`src/rtl/rr_arb_dreg.sv`:
```
// N-to-1 round-robin arbiter feeding one registered valid/ready output stage.
// The winning channel index is carried in the output MSBs; optional grant locking.
module rr_arb_dreg #(
   parameter  int NUM   = 4,
   parameter  int DIN   = 16,
   parameter  int LOCK  = 0,
   localparam int SEL_W = (NUM > 1) ? $clog2(NUM) : 1
) (
   input  logic                 clk,
   input  logic                 rst,
   input  logic [NUM-1:0]       din_valid,
   output logic [NUM-1:0]       din_ready,
   input  logic [NUM*DIN-1:0]   din_data,
   output logic                 dout_valid,
   input  logic                 dout_ready,
   output logic [DIN+SEL_W-1:0] dout_data
);

   typedef enum logic {
      S_IDLE,
      S_LOCKED
   } state_t;

   state_t               r_state;
   logic [SEL_W-1:0]     r_lch;
   logic [SEL_W-1:0]     r_ptr;
   logic                 r_dout_valid;
   logic [DIN+SEL_W-1:0] r_dout_data;

   logic [SEL_W-1:0]     w_rr;
   logic [SEL_W-1:0]     w_gnt;
   logic [SEL_W-1:0]     w_nxt;
   logic [DIN-1:0]       w_pay;
   logic                 w_reg_ready;
   logic                 w_locked;
   logic                 w_gvld;
   logic                 w_xfer;
   logic                 w_eot;

   assign w_reg_ready = ~r_dout_valid | dout_ready;
   assign w_locked    = (LOCK != 0) && (r_state == S_LOCKED);

   // rotating scan starting at r_ptr; index wraps without a modulo
   always_comb begin
      int   j;
      logic found;
      j     = 0;
      found = 1'b0;
      w_rr  = '0;
      for (int k = 0; k < NUM; k++) begin
         j = int'(r_ptr) + k;
         if (j >= NUM) j = j - NUM;
         if (!found && din_valid[j]) begin
            w_rr  = SEL_W'(j);
            found = 1'b1;
         end
      end
   end

   always_comb begin
      w_gnt     = w_locked ? r_lch : w_rr;
      w_gvld    = din_valid[w_gnt];
      w_pay     = din_data[int'(w_gnt)*DIN +: DIN];
      w_eot     = w_pay[DIN-1];
      w_xfer    = ~rst & w_reg_ready & w_gvld;
      w_nxt     = (int'(w_gnt) == NUM-1) ? '0 : w_gnt + 1'b1;
      din_ready = '0;
      if (w_xfer) din_ready[w_gnt] = 1'b1;
   end

   always_ff @(posedge clk) begin
      if (rst) begin
         r_dout_valid <= 1'b0;
         r_ptr        <= '0;
         r_lch        <= '0;
         r_state      <= S_IDLE;
      end else begin
         if (w_reg_ready) r_dout_valid <= w_gvld;
         if (w_xfer) begin
            r_ptr <= w_nxt;
            if (LOCK != 0) begin
               unique case (r_state)
                  S_IDLE: begin
                     if (!w_eot) begin
                        r_state <= S_LOCKED;
                        r_lch   <= w_gnt;
                     end
                  end
                  S_LOCKED: begin
                     if (w_eot) r_state <= S_IDLE;
                  end
                  default: r_state <= S_IDLE;
               endcase
            end
         end
      end
   end

   // payload is not reset; it is qualified by dout_valid
   always_ff @(posedge clk) begin
      if (w_reg_ready) r_dout_data <= {w_gnt, w_pay};
   end

   assign dout_valid = r_dout_valid;
   assign dout_data  = r_dout_data;

endmodule

```
`config.mk`:
```
export PLATFORM = sky130hd
export DESIGN_NAME = rr_arb_dreg
export DESIGN_NICKNAME = d
export VERILOG_FILES = /design/src/rtl/rr_arb_dreg.sv
export SDC_FILE = /design/constraint.sdc
export NUM_CORES = 1
export LEC_CHECK = 0
export ABC_AREA = 1
export ABC_CLOCK_PERIOD_IN_PS = 5500
export CORE_UTILIZATION = 41
export CTS_CLUSTER_DIAMETER = 60
export CTS_CLUSTER_SIZE = 30
export DETAILED_ROUTE_END_ITERATION = 8
export GPL_TIMING_DRIVEN = 0
export PLACE_DENSITY = 0.86
export SLEW_MARGIN = 20
export SYNTH_ARGS = -nofsm -noshare
export SYNTH_HDL_FRONTEND = slang
export SYNTH_SLANG_ARGS = --single-unit
```
`constraint.sdc`:
```
create_clock -name clk -period 5.5 [get_ports clk]
set_input_delay 0.825 -clock clk [delete_from_list [all_inputs] [get_ports clk]]
set_output_delay 0.825 -clock clk [all_outputs]
set_load 0.02 [all_outputs]
```
# [After elaboration in Yosys (flattened, before gate mapping)]
# Cells that the tools add are included.
[word_totals] elab_cells=64 romBits=0 output_inout_bits=23 ff_bits=21 latch_bits=0 memories=0 ramBits=0
[classes] n_div=0 order_cmp=10 mux=29 n_mul=0 n_reduce_logical=7 n_eq_ne=1 n_addsub=8 shift=1 bitwise=5
[ops] cell="less-than comparator 32 x 4 -> 1 bit (second input constant)" count=4
[ops] cell="2-to-1 mux 32 bit" count=4
[ops] cell="variable part select 64 x 7 -> 16 bit" count=1
[ops] cell="2-to-1 mux 1 bit" count=13
[ops] cell="subtractor 3 x 3 -> 4 bit (second input constant)" count=3
[ops] cell="binary-select mux 1 bit (select 2 bit)" count=5
[ops] cell="2-to-1 mux 2 bit" count=5
[ops] cell="greater-or-equal comparator 3 bit (second input constant)" count=3
[ops] cell="adder 2 x 2 -> 3 bit (second input constant)" count=2
[ops] cell="logical AND 1 bit" count=4
[ops] cell="2-to-1 mux 4 bit" count=1
[ops] cell="subtractor 2 x 3 -> 4 bit (second input constant)" count=1
[ops] cell="adder 2 x 1 -> 3 bit (second input constant)" count=1
[ops] cell="greater-or-equal comparator 2 x 3 -> 1 bit (second input constant)" count=1
[ops] cell="zero test 1 bit" count=3
[ops] cell="less-than comparator 2 x 3 -> 1 bit (second input constant)" count=1
[ops] cell="adder 2 x 1 -> 2 bit (second input constant)" count=1
[ops] cell="bitwise AND 1 bit" count=2
[ops] cell="demux 1 bit (select 2 bit)" count=1
[ops] cell="== test 2 x 1 -> 1 bit (second input constant)" count=1
[ops] cell="greater-or-equal comparator 2 x 1 -> 1 bit (second input constant)" count=1
[ops] cell="inverter 1 bit" count=2
[ops] cell="bitwise OR 1 bit" count=1

# [Logic depth before layout (Yosys ltp)]
# Gate-level depths: netlist of run 1.
[depth] word_depth=20 mapped_depth=15 depth_no_buf=15

# [Worst setup path after synthesis of run 1]
# OpenSTA, ideal clock, no wires.
[synth_path] path_type="input to output" start="in din_valid[3]" end="out din_ready[2]" arrival_time_ns=2.251 path_slack_ns=2.424 path_stages=13 path_buffers=1 t_required_ns=4.675 path_cell_list="inv_1 -> nand2_1 -> nand3_1 -> nand2_2 -> nor2_4 -> nand3_1 -> nand3_1 -> nand2_2 -> inv_2 -> buf_2 -> ha_1 -> inv_1 -> nor2_1"
[synth_via] elab_chain_len=18
[synth_rtl] item="start: declaration" line="11" text="input logic [NUM-1:0] din_valid,"
[synth_rtl] item="binary-select mux 1 bit (select 2 bit)" line="53" text="if (!found && din_valid[j]) begin"
[synth_rtl] item="2-to-1 mux 1 bit (not written as such) (2 in a row)" line="53"
[synth_rtl] item="2-to-1 mux 1 bit" line="53"
[synth_rtl] item="zero test 1 bit" line="53"
[synth_rtl] item="logical AND 1 bit" line="53"
[synth_rtl] item="2-to-1 mux 1 bit" line="53"
[synth_rtl] item="zero test 1 bit" line="53"
[synth_rtl] item="logical AND 1 bit" line="53"
[synth_rtl] item="[... 2 more ...]"
[synth_rtl] item="logical AND 1 bit" line="53"
[synth_rtl] item="2-to-1 mux 2 bit *" line="53"
[synth_rtl] item="named net w_gnt[1]" line="31" text="logic [SEL_W-1:0] w_gnt;"
[synth_rtl] item="less-than comparator 2 x 3 -> 1 bit (not written as such) / greater-or-equal comparator 2 x 1 -> 1 bit (equally long branches)" line="68" text="if (w_xfer) din_ready[w_gnt] = 1'b1;"
[synth_rtl] item="logical AND 1 bit (not written as such)" line="68"
[synth_rtl] item="2-to-1 mux 1 bit (not written as such)" line="68"
[synth_rtl] item="demux 1 bit (select 2 bit)" line="68"
[synth_rtl] item="2-to-1 mux 4 bit *" line="68"
[synth_rtl] item="end: declaration" line="12" text="output logic [NUM-1:0] din_ready,"
# Mark *: on every way through the listed nets, which the timed path passes. The rest lies on a longest branch. The select of a mux whose other input is x is not followed.

# [Worst setup path after layout of run 1]
[layout_path] start="in din_valid[3]" end="out din_ready[3]"
# Same word-level chain as after synthesis.

==> summary.txt, run 1 <==
Floorplan
  • # rows: 22
  • Die Span Y: 64.50 µm
  • Core box area: about 3700 µm²
  • Initial Util: between 40% and 50%
  • DIE AREA: 4160 µm²
  • Die X: 64.50 µm
  • IO Pins: 94

Placed design
  • GPL Wtd Cong: 0.8422
  • DP HPWL: 3586 µm
  • Port Buffers: 93
  • Placed cell count: about 370

Timing
  • Slew Limit Headroom: ~43%
  • Final Max Slew Viols: 0
  • Final Hold Vio Count: 0
  • Max Clock Freq: 240.5 MHz
  • Final Critical Period: 4.158 ns
  • Setup TNS: 0 ns
  • Period utilization: 75.60%
  • Final setup skew: 0.003763 ns
  • Final Setup Violations: 0
  • Worst slew pin tran: between 0.8 and 0.9 ns
  • Worst hold slack: 0.5554 ns
  • Unrepaired setup endpoints after global routing: false

Route
  • Routed via count: 1808
  • Router iterations before antenna repair: 4
  • WL/cell: 12.17 µm
  • DRT antenna net count: 0
  • Iteration-0 DRC count of the detailed router: 84
  • Final Routed Wirelength: 4541 µm
  • DRC viols: 0
  • Via-per-instance ratio: 4.847

Global route
  • Largest net degree at the start of global routing: 20
  • Initial antenna violation count: 0
  • Global-route wire length before repair: 7431 µm
  • Grt ovf: 0
  • GRT Total Usage: 23.21%
  • Number of global-route vias before repair: 1632

Clocking
  • Clock latency on the worst-skew pair: between 0.2 and 0.3 ns
  • CTS clk-pin slew, worst paths: 0.08 ns
  • Inserted Clock Buffers: 3
  • Post-CTS Resized: 0
  • CTS H-Tree Depth: 1
  • CTS Hold Bufs: 0
  • CTS tree: done
  • Clock Sinks: 21
  • Maximum clock path buffer count: 2
  • CTS root buffer: clkbuf_8
  • Buffer count from post-CTS setup fixing: 0

Synth
  • Mapped Avg Cell Area: 7.024 µm²
  • Yosys warns: 0
  • Syn_nets: 303
  • Register bit count reported by yosys: 21
  • Seq/Total Area, Yosys: 37.50%
  • Synth Instances: 228
  • Distinct cells, synth: 24
  • Syn Std Cell Area: 1602 µm²

Critical path
  • Crit-path max FO: 12
  • FF-to-FF path depth: 14
  • Crit path kind: in2out
  • Critical R2R Launch: r_ptr[1]
  • Worst setup EP type: output pin
  • R2r endpoint: r_ptr[1]
  • WP data arrival: 3.33 ns
  • CP Launch Type: input port
  • R2R Setup Slk: 3.37 ns
  • Req. time, crit path: between 4 and 5 ns

Status
  • Outcome: completed

Worst hold path
  • Hold Crit Depth: 2
  • Hold path endpoint: r_ptr[1]
  • Min-Delay Path Class: reg2reg
  • Hold_sp: r_ptr[1]

Pwr
  • PD cells: 703.3 nW/µm²
  • Leak: 0.001179 µW
  • Max VDD drop: about 480 µV

Final layout
  • # nets final: 401
  • Ratio of cells with drive above 1 in the final layout: 8.923%
  • Layout area overhead: 64.77%
  • Most common cell after layout, fill and taps aside: nand2_1
  • # diodes: 0
  • Post-Layout Cell Count: 373
  • Most frequent cells in the layout: nand2_1, clkdlybuf4s50_1, nand3_1

Flow run
  • Max Cap Viol: 0
==> registers in the layout, summed over array words and instances (netlist names) <==
signal and flops:
dout_data 18, r_ptr 2, dout_valid 1
==> where the power goes <==
group	total [µW]	leakage, µW	internal (µW)	switching (µW)
Combinational	1400	0.000942	582	817
Sequential	350	0.000211	325	25.5
Clock	106	0.0000255	50.6	55.7
Total	1860	0.00118	958	898
==> critical path: stages <==
cell and delay, ns:
clkdlybuf4s50_1 0.41, inv_1 0.09, nand2_1 0.07, nand3_1 0.13, nand2_2 0.09, nor2_4 0.15
nand3_1 0.08, nand3_1 0.09, nand2_2 0.09, inv_2 0.10, buf_2 0.26, ha_1 0.19
inv_1 0.04, nor2_1 0.11, clkdlybuf4s50_1 0.61
==> final cells by class <==
type | instances | area, µm²
plain buffers | 10 | 73.82
clock buffers | 3 | 41.29
clock inverters | 1 | 5.005
fillers | 307 | 1077
inverters | 18 | 70.07
multi-input cells | 179 | 857.1
flip-flops and latches | 21 | 600.6
well taps | 48 | 60.06
repair buffers | 93 | 930.9
==> stage by stage <==
step	util, %	total power (µW)	setup slack [ns]	instance area (µm²)
final	71.01	1856	1.342	2639
after global routing	71.01	2043	1.098	2639
after CTS	71.01	1866	1.344	2639
after detailed placement	69.76	1763	1.347	2592
after global placement	69.76	1726	1.369	2592
after floorplan	-	1329	2.424	1602
==> Yosys cell counts, drive strengths merged <==
| cell type | number | area [µm²] |
|---|---|---|
| nand2 | 115 | 454.2 |
| nand3 | 26 | 135.1 |
| edfxtp | 18 | 540.5 |
| inv | 18 | 70.07 |
| o21a | 16 | 120.1 |
| buf | 10 | 73.81 |
| nor2 | 10 | 47.55 |
| ha | 4 | 50.05 |
| o21ai | 4 | 20.02 |
| dfxtp | 3 | 60.06 |
| nand4 | 2 | 18.77 |
| a21oi | 1 | 5.000 |
| a31oi | 1 | 6.260 |
==> routing by layer <==
metal	wire [µm]	GRT usage (%)	vias to the layer above	part of all wire, %
met5	0	0	-	0
met4	167	11.39	0	3.7
met3	267	3.697	12	5.9
met2	2336	40.79	75	51
met1	1769	27.21	797	39
li1	-	-	924	-
==> worst max-delay path by stage <==
stage	from	endpoint
floorplan	din_valid[3]	din_ready[2]
global placement	din_valid[1]	din_ready[3]
detailed placement	din_valid[0]	din_ready[3]
CTS	din_valid[3]	din_ready[3]
global route	din_valid[1]	din_ready[3]
finish	din_valid[3]	din_ready[3]
==> logic make-up after synthesis <==
| group | after synthesis | share of synthesized area [%] |
|---|---|---|
| flip-flops | 21 | 37.50 |
| AND/OR/NAND/NOR | 153 | 40.94 |
| AO/OA/AOI/OAI | 22 | 9.453 |
| adder cells (fa/ha/maj) | 4 | 3.125 |
| buffers and inverters | 28 | 8.984 |
(Power assumes the default switching activity.)
==> run 2: changes to the inputs <==
--- a/config.mk
+++ b/config.mk
@@ -6,13 +6,13 @@
 export NUM_CORES = 1
 export LEC_CHECK = 0
 export ABC_AREA = 1
-export ABC_CLOCK_PERIOD_IN_PS = 5500
-export CORE_UTILIZATION = 41
+export ABC_CLOCK_PERIOD_IN_PS = 4160
+export CORE_UTILIZATION = 38
 export CTS_CLUSTER_DIAMETER = 60
 export CTS_CLUSTER_SIZE = 30
 export DETAILED_ROUTE_END_ITERATION = 8
 export GPL_TIMING_DRIVEN = 0
-export PLACE_DENSITY = 0.86
+export PLACE_DENSITY = 0.81
 export SLEW_MARGIN = 20
 export SYNTH_ARGS = -nofsm -noshare
 export SYNTH_HDL_FRONTEND = slang
==> constraint.sdc (replaced) <==
create_clock -name clk -period 4.16 [get_ports clk]
set_input_delay 0.624 -clock clk [delete_from_list [all_inputs] [get_ports clk]]
set_output_delay 0.624 -clock clk [all_outputs]
set_load 0.02 [all_outputs]
==> run 2 against run 1 <==
Die area is 7.6% higher. Register-to-register slack worse by 1.4 ns. Cell count is 0.54% higher. Highest routed layer unchanged. Core utilization is 5.5 points lower. Largest power group unchanged. Non-clock buffer count stayed put. Setup slack worse by 0.97 ns. Global-route usage is 2.9 points lower. Routed wire length is 1.4% lower. Count of clock-buffer cells in the layout is 1 higher. Clock power is 28% higher. Sequential share of layout area hardly changed.
==> summary.txt, run 2 (synthesized netlist as in run 1, its figures left out) <==
Status
  • Outcome: completed

Critical path
  • WP data arrival: 3.17 ns (-0.16 ns)
  • R2r endpoint: r_ptr[1]
  • Crit path max-delay family: buffers and inverters
  • Req. time, crit path: 3.54 ns (-1.14 ns)
  • Crit path to: din_ready[3]
  • Crit-path max FO: 12 (unchanged)
  • WP depth: 15 (unchanged)
  • Worst setup EP type: output pin
  • FF-to-FF path depth: 14 (unchanged)
  • Crit path launch: din_valid[1]
  • Cells along the critical path: clkdlybuf4s50_1 -> inv_1 -> nand2_1 -> nand3_1 -> nand2_2 -> nor2_4 -> nand3_1 -> nand3_1 -> nand2_2 -> inv_2 -> buf_2 -> ha_1 -> inv_1 -> nor2_1 -> clkdlybuf4s50_1
  • Worst path max stage delay: 0.62 ns (about the same)
  • Crit-path slowest cell: clkdlybuf4s50_1
  • CP Buf/Inv Count: 6 (unchanged)
  • R2R Setup Slk: 1.99 ns (-1.38 ns)
  • CP Launch Type: input port
  • Crit path kind: in2out
  • Most used cell, CP: nand3_1
  • Critical R2R Launch: r_ptr[1]

Timing
  • Worst hold slack: 0.5703 ns (+0.01482 ns)
  • Final Hold Vio Count: 0 (unchanged)
  • Final Setup Violations: 0 (unchanged)
  • Unrepaired setup endpoints after global routing: false
  • Final setup skew: 0.003513 ns (-0.0002503 ns)
  • Final Critical Period: 3.791 ns
  • Final Max Slew Viols: 0 (unchanged)
  • Setup TNS: 0 ns (unchanged)
  • Worst slew pin tran: 0.8139 ns (-0.04196 ns)
  • Max Clock Freq: 263.8 MHz
  • Period utilization: 91.14%
  • Slew Limit Headroom: 45.61% (+2.8 points)

Final layout
  • Most frequent cells in the layout: nand2_1, clkdlybuf4s50_1, nand3_1
  • Area of the multi-input gates: 857.1 µm² (unchanged)
  • # nets final: 401 (unchanged)
  • Layout area overhead: 64.84% (about the same)
  • # diodes: 0 (unchanged)
  • Ratio of cells with drive above 1 in the final layout: 8.615% (-0.31 points)
  • Most common cell after layout, fill and taps aside: nand2_1
  • Fillcell total: 363 (+18%)
  • Largest register FFs: 18 (unchanged)
  • Register Area: 600.6 µm² (unchanged)

Pwr
  • Leak: 0.001176 µW (-0.23%)
  • Net Switching: 1181 µW (+32%)
  • PD cells: 927.5 nW/µm² (+32%)
  • Sequential Power Share: 18.8% (about the same)
  • Max VDD drop: 657.6 µV (+38%)
  • Gate power share: 75.7% (+0.3 points)
  • Sw frac: 48.24% (-0.15 points)
  • Clock share of power: 5.6% (about the same)
  • Pint: 1267 µW (+32%)

Floorplan
  • Die Span Y: 66.92 µm (+3.8%)
  • Initial Util: 39.75% (-3.3 points)
  • # rows: 23 (+4.5%)
  • Core box area: 4029 µm² (+8.4%)
  • Die X: 66.92 µm (+3.8%)
  • DIE AREA: 4478 µm² (+7.6%)
  • IO Pins: 94 (unchanged)

Placed design
  • DP HPWL: 3497 µm (-2.5%)
  • Port Buffers: 93 (unchanged)
  • GPL Wtd Cong: 0.8640 (+2.6%)

Global route
  • GRT Total Usage: 20.33% (-2.9 points)
  • Grt ovf: 0 (unchanged)
  • Global-route wire length before repair: 6810 µm (-8.4%)
  • Number of global-route vias before repair: 1562 (-4.3%)
  • Initial antenna violation count: 0 (unchanged)
  • Largest net degree at the start of global routing: 20 (unchanged)

Clocking
  • Clock Sinks: 21 (unchanged)
  • Post-CTS Resized: 0 (unchanged)
  • Buffer count from post-CTS setup fixing: 0 (unchanged)
  • CTS clk-pin slew, worst paths: 0.08 ns (about the same)
  • Inserted Clock Buffers: 3 (unchanged)
  • CTS H-Tree Depth: 1 (unchanged)
  • CTS Hold Bufs: 0 (unchanged)
  • CTS tree: done
  • Maximum clock path buffer count: 2 (unchanged)
  • Clock latency on the worst-skew pair: 0.26 ns (about the same)
  • CTS root buffer: clkbuf_8

Route
  • Router iterations before antenna repair: 4 (unchanged)
  • M1 WL: 1846 µm (+4.4%)
  • Via-per-instance ratio: 4.669 (-3.7%)
  • DR WL met2: 2264 µm (-3.1%)
  • WL/cell: 11.94 µm (-1.9%)
  • Routed via count: 1751 (-3.2%)
  • DR top layer: met4
  • DRC viols: 0 (unchanged)
  • Final Routed Wirelength: 4479 µm (-1.4%)
  • Iteration-0 DRC count of the detailed router: 52 (-38%)
  • DRT antenna net count: 0 (unchanged)
  • Met3 WL: 301 µm (+13%)

Worst hold path
  • Hold_sp: r_ptr[1]
  • Min-Delay Path Class: reg2reg

Flow run
  • Max Cap Viol: 0 (unchanged)
-- run 2: power by group through the flow --
stage | combinational, µW | clock, µW | sequential [µW]
final | 1850 | 136 | 460
after floorplan | 1160 | 0 | 598
after global routing | 2070 | 145 | 473
after CTS | 1870 | 138 | 461
after detailed placement | 1860 | 0 | 465
after global placement | 1820 | 0 | 464
-- run 2: layout make-up --
class / count / share of cell area [%]
Buffer: 10 / 2.796
Clock buffer: 4 / 1.706
Inverter: 18 / 2.654
Multi-Input combinational cell: 179 / 32.46
Sequential cell: 21 / 22.75
Tap cell: 50 / 2.370
Timing Repair Buffer: 93 / 35.26
-- run 2: routing by layer --
layer,track usage (%),vias up
met5,0,-
met4,7.447,0
met3,4.452,6
met2,36.36,67
met1,23.33,752
li1,-,926
-- run 2: metrics by stage --
step           worst slack (ns)  instances  total power (µW)  area [µm²]  utilization [%]
2_1_floorplan             1.486        228              1757        1602                -
3_3_place_gp             0.4387        371              2289        2595            64.41
3_5_place_dp             0.3527        371              2328        2595            64.41
4_1_cts                  0.3504        375              2466        2640            65.53
5_1_grt                  0.1407        375              2692        2640            65.53
6_report                 0.3687        375              2449        2640            65.53
-- run 2: worst min path at each step --
stage               depth (start not counted)  slack [ns]       end
floorplan                                   2        0.50  r_ptr[1]
global placement                            2        0.54  r_ptr[1]
detailed placement                          2        0.55  r_ptr[1]
CTS                                         2        0.56  r_ptr[1]
global route                                2        0.61  r_ptr[1]
finish                                      2        0.57  r_ptr[1]
-- run 2: worst min-delay path: stages, from the launching register on --
cell	delay [ns]
dfxtp_1	0.37
nand3_1	0.10
nand2_1	0.05
==> run 3: changes to the inputs <==
--- a/config.mk
+++ b/config.mk
@@ -7,6 +7,7 @@
 export LEC_CHECK = 0
 export ABC_AREA = 1
 export ABC_CLOCK_PERIOD_IN_PS = 4160
+export CAP_MARGIN = 0
 export CORE_UTILIZATION = 38
 export CTS_CLUSTER_DIAMETER = 60
 export CTS_CLUSTER_SIZE = 30
==> results of run 3 <==
No change in the layout: final DEF, timing and power equal those of run 2.
